### config.mk
export PLATFORM = sky130hd
export DESIGN_NAME = pwm_sequencer
export DESIGN_NICKNAME = d
export VERILOG_FILES = /design/src/rtl/pwm_sequencer.sv
export SDC_FILE = /design/constraint.sdc
export NUM_CORES = 1
export LEC_CHECK = 0
export CELL_PAD_IN_SITES_DETAIL_PLACEMENT = 0
export CELL_PAD_IN_SITES_GLOBAL_PLACEMENT = 1
export CORE_UTILIZATION = 37
export CTS_BUF_LIST = sky130_fd_sc_hd__clkbuf_16
export CTS_CLUSTER_DIAMETER = 40
export CTS_CLUSTER_SIZE = 8
export DETAILED_ROUTE_END_ITERATION = 7
export PLACE_DENSITY = 0.81
export SYNTH_ARGS = -nofsm -noshare
export SYNTH_HDL_FRONTEND = slang
export SYNTH_SLANG_ARGS = --single-unit
export TNS_END_PERCENT = 10
### constraint.sdc
create_clock -name clock -period 2.1 [get_ports clock]
set_input_delay 0.21 -clock clock [delete_from_list [all_inputs] [get_ports clock]]
set_output_delay 0.21 -clock clock [all_outputs]
set_load 0.02 [all_outputs]
### src/rtl/pwm_sequencer.sv
// rtl/pwm_sequencer.sv - PWM DataPath sequencer: config handshake, start/stop, period counting
module pwm_sequencer #(
  parameter int C = 16
) (
  input  logic         clock,
  input  logic         reset,
  input  logic         start,
  input  logic         stop,
  input  logic         oneShot,
  input  logic [C-1:0] pulseCount,
  input  logic         cfgValid,
  output logic         cfgReady,
  output logic         cfgApplied,
  input  logic         CNTzero,
  output logic         write,
  output logic         writeCNT,
  output logic         enbCNT,
  output logic         busy,
  output logic         done,
  output logic [C-1:0] periodCount
);

  typedef enum logic [1:0] {IDLE, UPDATE, LOAD, RUN} state_t;

  state_t       state;
  logic         cfg_loaded;
  logic         pending;
  logic         stop_req;
  logic         run_ctx;
  logic         one_shot_q;
  logic [C-1:0] pulse_q;

  logic         accept;
  logic         pend_now;
  logic         boundary;
  logic         last_period;
  logic         exit_run;
  logic [C-1:0] next_count;

  // Handshake, period-boundary and run-exit decisions for the current cycle
  always_comb begin
    accept      = cfgValid && cfgReady;
    pend_now    = pending || accept;
    boundary    = (state == RUN) && CNTzero && enbCNT;
    next_count  = periodCount + C'(1);
    last_period = one_shot_q && (pulse_q != '0) && (next_count == pulse_q);
    exit_run    = stop_req || stop || last_period;
  end

  // Sequencer FSM; every output is a register updated alongside the state
  always_ff @(posedge clock or negedge reset) begin
    if (!reset) begin
      state       <= IDLE;
      write       <= 1'b0;
      writeCNT    <= 1'b0;
      enbCNT      <= 1'b0;
      busy        <= 1'b0;
      done        <= 1'b0;
      cfgApplied  <= 1'b0;
      cfgReady    <= 1'b1;
      periodCount <= '0;
      cfg_loaded  <= 1'b0;
      pending     <= 1'b0;
      stop_req    <= 1'b0;
      run_ctx     <= 1'b0;
      one_shot_q  <= 1'b0;
      pulse_q     <= '0;
    end else begin
      write      <= 1'b0;
      writeCNT   <= 1'b0;
      cfgApplied <= 1'b0;
      done       <= 1'b0;
      if (state != IDLE && stop) stop_req <= 1'b1;

      case (state)
        IDLE: begin
          cfgReady <= 1'b1;
          // A deferred or newly offered config is applied before start is honoured
          if (pend_now) begin
            state    <= UPDATE;
            write    <= 1'b1;
            busy     <= 1'b1;
            cfgReady <= 1'b0;
            pending  <= 1'b0;
            run_ctx  <= 1'b0;
          end else if (start && cfg_loaded && !stop) begin
            state       <= LOAD;
            writeCNT    <= 1'b1;
            busy        <= 1'b1;
            periodCount <= '0;
            one_shot_q  <= oneShot;
            pulse_q     <= pulseCount;
            stop_req    <= 1'b0;
          end
        end

        UPDATE: begin
          // Registers are written at the end of this cycle, so the source is released after it
          cfgApplied <= 1'b1;
          cfg_loaded <= 1'b1;
          cfgReady   <= 1'b0;
          if (run_ctx) begin
            state    <= LOAD;
            writeCNT <= 1'b1;
          end else begin
            state <= IDLE;
            busy  <= 1'b0;
          end
        end

        LOAD: begin
          state    <= RUN;
          enbCNT   <= 1'b1;
          pending  <= pend_now;
          cfgReady <= !pend_now;
        end

        RUN: begin
          if (boundary) begin
            periodCount <= next_count;
            enbCNT      <= 1'b0;
            if (exit_run) begin
              state    <= IDLE;
              busy     <= 1'b0;
              done     <= 1'b1;
              stop_req <= 1'b0;
              pending  <= pend_now;
              cfgReady <= 1'b1;
            end else if (pend_now) begin
              state    <= UPDATE;
              write    <= 1'b1;
              pending  <= 1'b0;
              run_ctx  <= 1'b1;
              cfgReady <= 1'b0;
            end else begin
              state    <= LOAD;
              writeCNT <= 1'b1;
              cfgReady <= 1'b1;
            end
          end else begin
            pending  <= pend_now;
            cfgReady <= !pend_now;
          end
        end

        default: state <= IDLE;
      endcase
    end
  end

endmodule

==> reports/results.tsv, run 1 <==
metric	value	unit
worst-case clock buffer depth	2	
Synth Register Bits	46	
Clk pin slew, worst setup/hold paths	0.07	ns
CTS Buf Count	5	
Hold Path Class	input port to async pin	
switching share of power	0.389	
Layout Cells excl Fill	481	
vias per cell	5.27	
# rows	30	
Power Density	1080	nW/um^2
Core ar.	6910	sq um
FILL cells	648	
Die X	87.1	um
Inst Count DP	468	
first-pass GRT wire length	12.2	mm
Hold-fix buffers, CTS	0	
Starting Density	0.388	
pre-CTS setup slack	-0.438	ns
crit path kind	flip-flop to flip-flop	
Synth area leader	dfrtp_1	
GRT overflow	0	
syn nets	311	
Critical Path RT	2.33	ns
DRC	0	
Max Clk Rate	429	MHz
Comb pwr share	0.468	
Overall Global Routing Usage	0.210	
synthesized area	2680	sq um
vias in the first global route	2463	
startpoint types	flip-flop	
Post-Route Skew	0.00668	ns
hold_ws	0.00407	ns
Clock Tree Root	clkbuf_16	
Top FF cell, synth	dfrtp_1	
# port buffers	45	
Max-Cap Viols	0	
Synth Instances	282	
initial antenna violation count	0	
sequential-to-total area share from yosys stat	0.430	
Period minus WS final	2.33	ns
Diodes inserted	0	
Syn Area/Cell	9.51	sq um
Post-DP HPWL	5.57	mm
EDFF count, synth	0	
DP Area	3660	sq um
Worst Setup End Kind	flip-flop	
max_slew headroom	0.600	
Worst Path Max Fanout	6	
CTS tree	done	
clk_lat worst skew	0.29	ns
DRT iter0 DRCs	123	
status	finished with violations	
Final period util	1.11	
Slew @ Worst Pin	0.600	ns
GPL Wtd Cong	0.911	
nets@finish	413	
Top Ports	46	
H-Tree Depth	2	
Sw Pwr	1.66	mW
final setup fails	9	
share of layout cells above drive strength 1	0.309	
synthesis-to-finish area growth	46.9	%
Final Max Tran Viols	0	
top cells by area, synth	dfrtp_1 (42%), mux2_2 (7.1%), o21ai_0 (6.2%), nand2_1 (3.9%), xnor2_1 (3.6%)	
router iterations before antenna repair	4	
clock power share	0.183	
worst setup margin	-0.229	ns
Critical Path AT	2.56	ns
Lkg Pwr	1.69	nW
via count	2533	
pin count of the biggest net entering global routing	47	
routed len/inst	15.8	um
die footprint	7590	sq um
failing checks	setup timing	
VDD IR-drop max	0.000673	V
clk sinks	46	
total wire length	7.58	mm
library cells used by synthesis	51	
unrepaired setup endpoints after global routing	yes	
Synth async-reset ratio	1.00	
antenna viol nets, final	0	
Pint	2.61	mW
Synth top area share	0.420	
Seq pwr share	0.349	
count of warnings emitted by yosys	0	
Die Height	87.1	um
final instance area	3940	sq um
endpoints failing hold	0	
-- stage by stage --
stage / util / power [mW] / TNS, ns
3_3_place_gp: 0.530 / 3.34 / -2.39
5_1_grt: 0.570 / 4.53 / -2.65
2_1_floorplan: - / 2.57 / -0.487
6_report: 0.570 / 4.27 / -1.46
4_1_cts: 0.567 / 4.24 / -1.20
3_5_place_dp: 0.530 / 3.39 / -3.73
-- critical path: stages (launching register included) --
cell and delay [ns]:
dfrtp_2 0.45, buf_6 0.13, nand3_2 0.05, buf_6 0.13, buf_6 0.11, o21a_1 0.13
o21ai_1 0.11, a2111oi_4 0.38, nand4_1 0.23, o211ai_2 0.33, a41o_1 0.21
-- power groups by stage --
stage,logic (mW),registers (mW),clock network [mW]
2_1_floorplan,1.08,1.49,0
4_1_cts,1.96,1.48,0.799
6_report,2.00,1.49,0.782
3_3_place_gp,1.86,1.48,0
3_5_place_dp,1.90,1.49,0
5_1_grt,2.18,1.52,0.828
-- cell type report --
cell class / count / area (sq um) / share of cell area
clock buffers: 5 / 125 / 0.0318
clock inverters: 3 / 17.5 / 0.00445
inverters: 10 / 37.5 / 0.00953
multi-input cells: 214 / 1550 / 0.393
flip-flops and latches: 46 / 1160 / 0.295
well taps: 96 / 120 / 0.0305
repair buffers: 107 / 926 / 0.235
-- routing by layer --
metal  wire (um)  global-route usage  share of wire
met5           0                   0              0
met4         104              0.0641          0.014
met3         314              0.0284          0.041
met2        3710               0.351           0.49
met1        3450               0.284           0.46
-- cell families after synthesis --
family / share of synthesized area
multiplexers: 0.0714
flip-flops: 0.430
AO/OA/AOI/OAI: 0.177
AND/OR/NAND/NOR: 0.205
XOR/XNOR: 0.0555
buffers and inverters: 0.0327
adder cells (fa/ha/maj): 0.0280
-- what timing repair did --
item,CTS,global route
buffers inserted,5,0
endpoints found under the setup margin,9,12
pin swaps,15,7
resized for setup,20,3
hold endpoints to repair,0,0
-- synthesized netlist by cell type (all sizes together), types with 6 or more instances --
library cell and instances:
dfrtp 45, o21ai 34, nand2 28, nor2 18
mux2 17, xnor2 11, inv 10, a21oi 9
clkbuf 9, and3 8, o31ai 8, nor4 7
ha 6, nand3 6, nand4 6, xor2 6
-- final timing paths --
| path | start | endpoint | slack [ns] | cells after the start |
|---|---|---|---|---|
| max in group asynchronous | reset | periodCount[3] | 1.64 | 2 |
| worst min register to register | cfg_loaded | cfg_loaded | 0.47 | 1 |
| worst min-delay path | reset | cfg_loaded | 0.004 | 2 |
| worst max register to register | periodCount[0] | pending | -0.23 | 10 |
| worst max-delay path | periodCount[0] | pending | -0.23 | 10 |
| min in group clock | cfg_loaded | cfg_loaded | 0.47 | 1 |
-- sequential cells by signal, indices dropped and copies added, names as in the netlist --
register     count
write            1
writeCNT         1
done             1
cfgReady         1
pending          1
state            2
run_ctx          1
pulse_q         16
cfg_loaded       1
one_shot_q       1
cfgApplied       1
busy             1
stop_req         1
enbCNT           1
periodCount     16
-- cell usage in the layout (no fill, tap or decap), types with 2 or more instances in the layout --
cell type,Yosys,final
inv_1,10,11
o21ai_0,33,30
nor3_1,5,3
nor3_2,0,2
xnor2_1,11,10
a22oi_1,3,3
and2_1,3,3
nor2b_1,5,5
nand3_1,6,5
clkdlybuf4s50_1,0,44
nand2_1,28,27
and3_1,8,7
ha_1,6,4
nand4b_1,2,2
nand4_1,5,5
xor2_1,6,5
nor4_1,6,5
dfrtp_1,45,37
nand2b_1,2,2
or4_4,1,2
nor2_1,18,18
a21oi_1,9,8
mux2_2,17,17
o21ai_1,1,3
a21o_1,3,3
o21a_1,2,2
buf_6,0,4
dfrtp_2,0,8
o31ai_1,8,8
buf_4,0,58
or3_1,2,2
clkbuf_16,0,5
Power figures use the tool's default switching activity.
==> run 2, diff against run 1 <==
Settings changed: CORE_UTILIZATION 37 to 41, PLACE_DENSITY 0.81 to 0.85.
Clock period 2.1 ns to 2.15 ns, I/O delays scaled along.
==> reports/results.tsv, run 2 (same netlist as run 1, synthesis figures left out) <==
metric	value	unit	change
status	finished with violations		
failing checks	setup timing		
DRC	0		unchanged
final setup fails	9		unchanged
initial antenna violation count	0		unchanged
Critical Path RT	2.38	ns	+0.05 ns
total wire length	7.52	mm	-0.79%
TNS Setup	-1.73	ns	-0.269 ns
H-Tree Depth	2		unchanged
clk sinks	46		unchanged
DRT iter0 DRCs	110		-11%
VDD IR-drop max	0.000613	V	-9.0%
Die X	82.9	um	-4.9%
CTS Buf Count	5		unchanged
Diodes inserted	0		unchanged
Power Density	1060	nW/um^2	-2.0%
Die Height	82.9	um	-4.9%
nets@finish	419		+1.5%
Top Registers	periodCount (16), pulse_q (16), state (2)		
synthesis-to-finish area growth	46.9	%	unchanged
Post-DP HPWL	5.55	mm	-0.41%
Starting Density	0.425		+0.0365
Hold Path Class	input port to async pin		
antenna viol nets, final	0		unchanged
Top Ports	46		unchanged
worst setup margin	-0.233	ns	-0.00406 ns
pin count of the biggest net entering global routing	19		-60%
unrepaired setup endpoints after global routing	yes		
worst reg2reg path depth	8		-2
CTS tree	done		
most frequent cells in the layout	buf_4 (64), clkdlybuf4s50_1 (44), dfrtp_1 (37), o21ai_0 (28), nand2_1 (27)		
# port buffers	45		unchanged
worst-case clock buffer depth	2		unchanged
first-pass GRT wire length	12.5	mm	+2.6%
reg2reg end	pending		
Worst Path Max Fanout	5		-1
DP Area	3650	sq um	-0.24%
router iterations before antenna repair	4		unchanged
Max Clk Rate	420	MHz	-2.3%
final core utilization	0.624		+0.0536
Post-Route Skew	0.00424	ns	-0.00244 ns
Final Max Tran Viols	0		unchanged
startpoint types	flip-flop		
routed len/inst	16.1	um	+2.0%
most common cell after layout, fill and taps aside	buf_4		
Lkg Pwr	1.70	nW	+0.58%
Overall Global Routing Usage	0.227		+0.0173
Layout Cells excl Fill	468		-2.7%
Core ar.	6310	sq um	-8.6%
Final period util	1.11		about the same
GPL Wtd Cong	0.919		+0.85%
FILL cells	550		-15%
die footprint	6870	sq um	-9.5%
max_slew headroom	0.618		+0.0180
setup slack, reg-to-reg	-0.23	ns	about the same
vias in the first global route	2502		+1.6%
Max-Cap Viols	0		unchanged
share of layout cells above drive strength 1	0.309		+0.000372
# rows	29		-3.3%
Clk pin slew, worst setup/hold paths	0.07	ns	about the same
crit path kind	flip-flop to flip-flop		
Critical Path AT	2.61	ns	+0.05 ns
Inst Count DP	451		-3.6%
clk_lat worst skew	0.29	ns	about the same
final instance area	3940	sq um	unchanged
via count	2568		+1.4%
Clock Tree Root	clkbuf_16		
GRT overflow	0		unchanged
Worst Setup End Kind	flip-flop		
vias per cell	5.49		+4.2%
Period minus WS final	2.38	ns	+0.0541 ns
hold_ws	0.390	ns	+0.386 ns
endpoints failing hold	0		unchanged
Critical R2R Launch	periodCount[1]		
Slew @ Worst Pin	0.568	ns	-0.0322 ns
[run 2: cell count changes in the layout (fill, tap and decap cells not counted), sizes merged]
cell,change
clkinv,-2
clkinvlp,+2
dlygate4sd3,+1
buf,+5
[run 2: worst max-delay path by stage]
stage / startpoint / to / slack [ns] / depth (start not counted)
5_1_grt: periodCount[1] / pending / -0.34 / 9
3_3_place_gp: periodCount[1] / pending / -0.30 / 8
6_report: periodCount[1] / pending / -0.23 / 8
2_1_floorplan: periodCount[10] / pending / -0.03 / 7
3_5_place_dp: periodCount[1] / run_ctx / -0.44 / 8
4_1_cts: periodCount[1] / pending / -0.13 / 8
[run 2: metal layers]
metal	global-route usage	share of wire	vias to the layer above
li1	-	-	1242
met1	0.316	0.46	1224
met2	0.357	0.46	85
met3	0.0388	0.057	17
met4	0.0815	0.021	0
met5	0	0	-
[run 2: stage by stage]
stage / total power [mW] / worst slack (ns)
after global placement: 3.28 / -0.299
final: 4.18 / -0.233
after floorplan: 2.51 / -0.0283
after CTS: 4.13 / -0.128
after global routing: 4.45 / -0.341
after detailed placement: 3.32 / -0.441
[run 2: area by class of cell]
| class | count | area (sq um) | area share |
|---|---|---|---|
| Inverter | 10 | 37.5 | 0.00953 |
| Clock inverter | 3 | 18.8 | 0.00477 |
| Tap cell | 77 | 96.3 | 0.0245 |
| Sequential cell | 46 | 1160 | 0.295 |
| Clock buffer | 5 | 125 | 0.0318 |
| Multi-Input combinational cell | 214 | 1530 | 0.388 |
| Timing Repair Buffer | 113 | 970 | 0.246 |
[run 2: where the power goes]
group,leakage (nW),internal [mW],switching (mW),total [mW]
logic,1.07,0.976,0.999,1.97
registers,0.571,1.15,0.288,1.44
clock network,0.0672,0.427,0.343,0.770
total,1.70,2.55,1.63,4.18
[run 2: what timing repair did]
item                       CTS  global route
setup endpoints to repair    9            17
cloned                       0             0
hold buffers                 1             0
pin swaps                   14            12
resized for setup           10            10
hold endpoints to repair    16             0
setup buffers                7             1
[run 2: worst max-delay path, stage by stage (launching register included)]
cell,delay [ns]
dfrtp_2,0.42
nand3_2,0.12
buf_6,0.14
or4_4,0.52
nor3b_2,0.30
and3_1,0.25
a311oi_4,0.08
o211ai_4,0.28
a41o_1,0.20
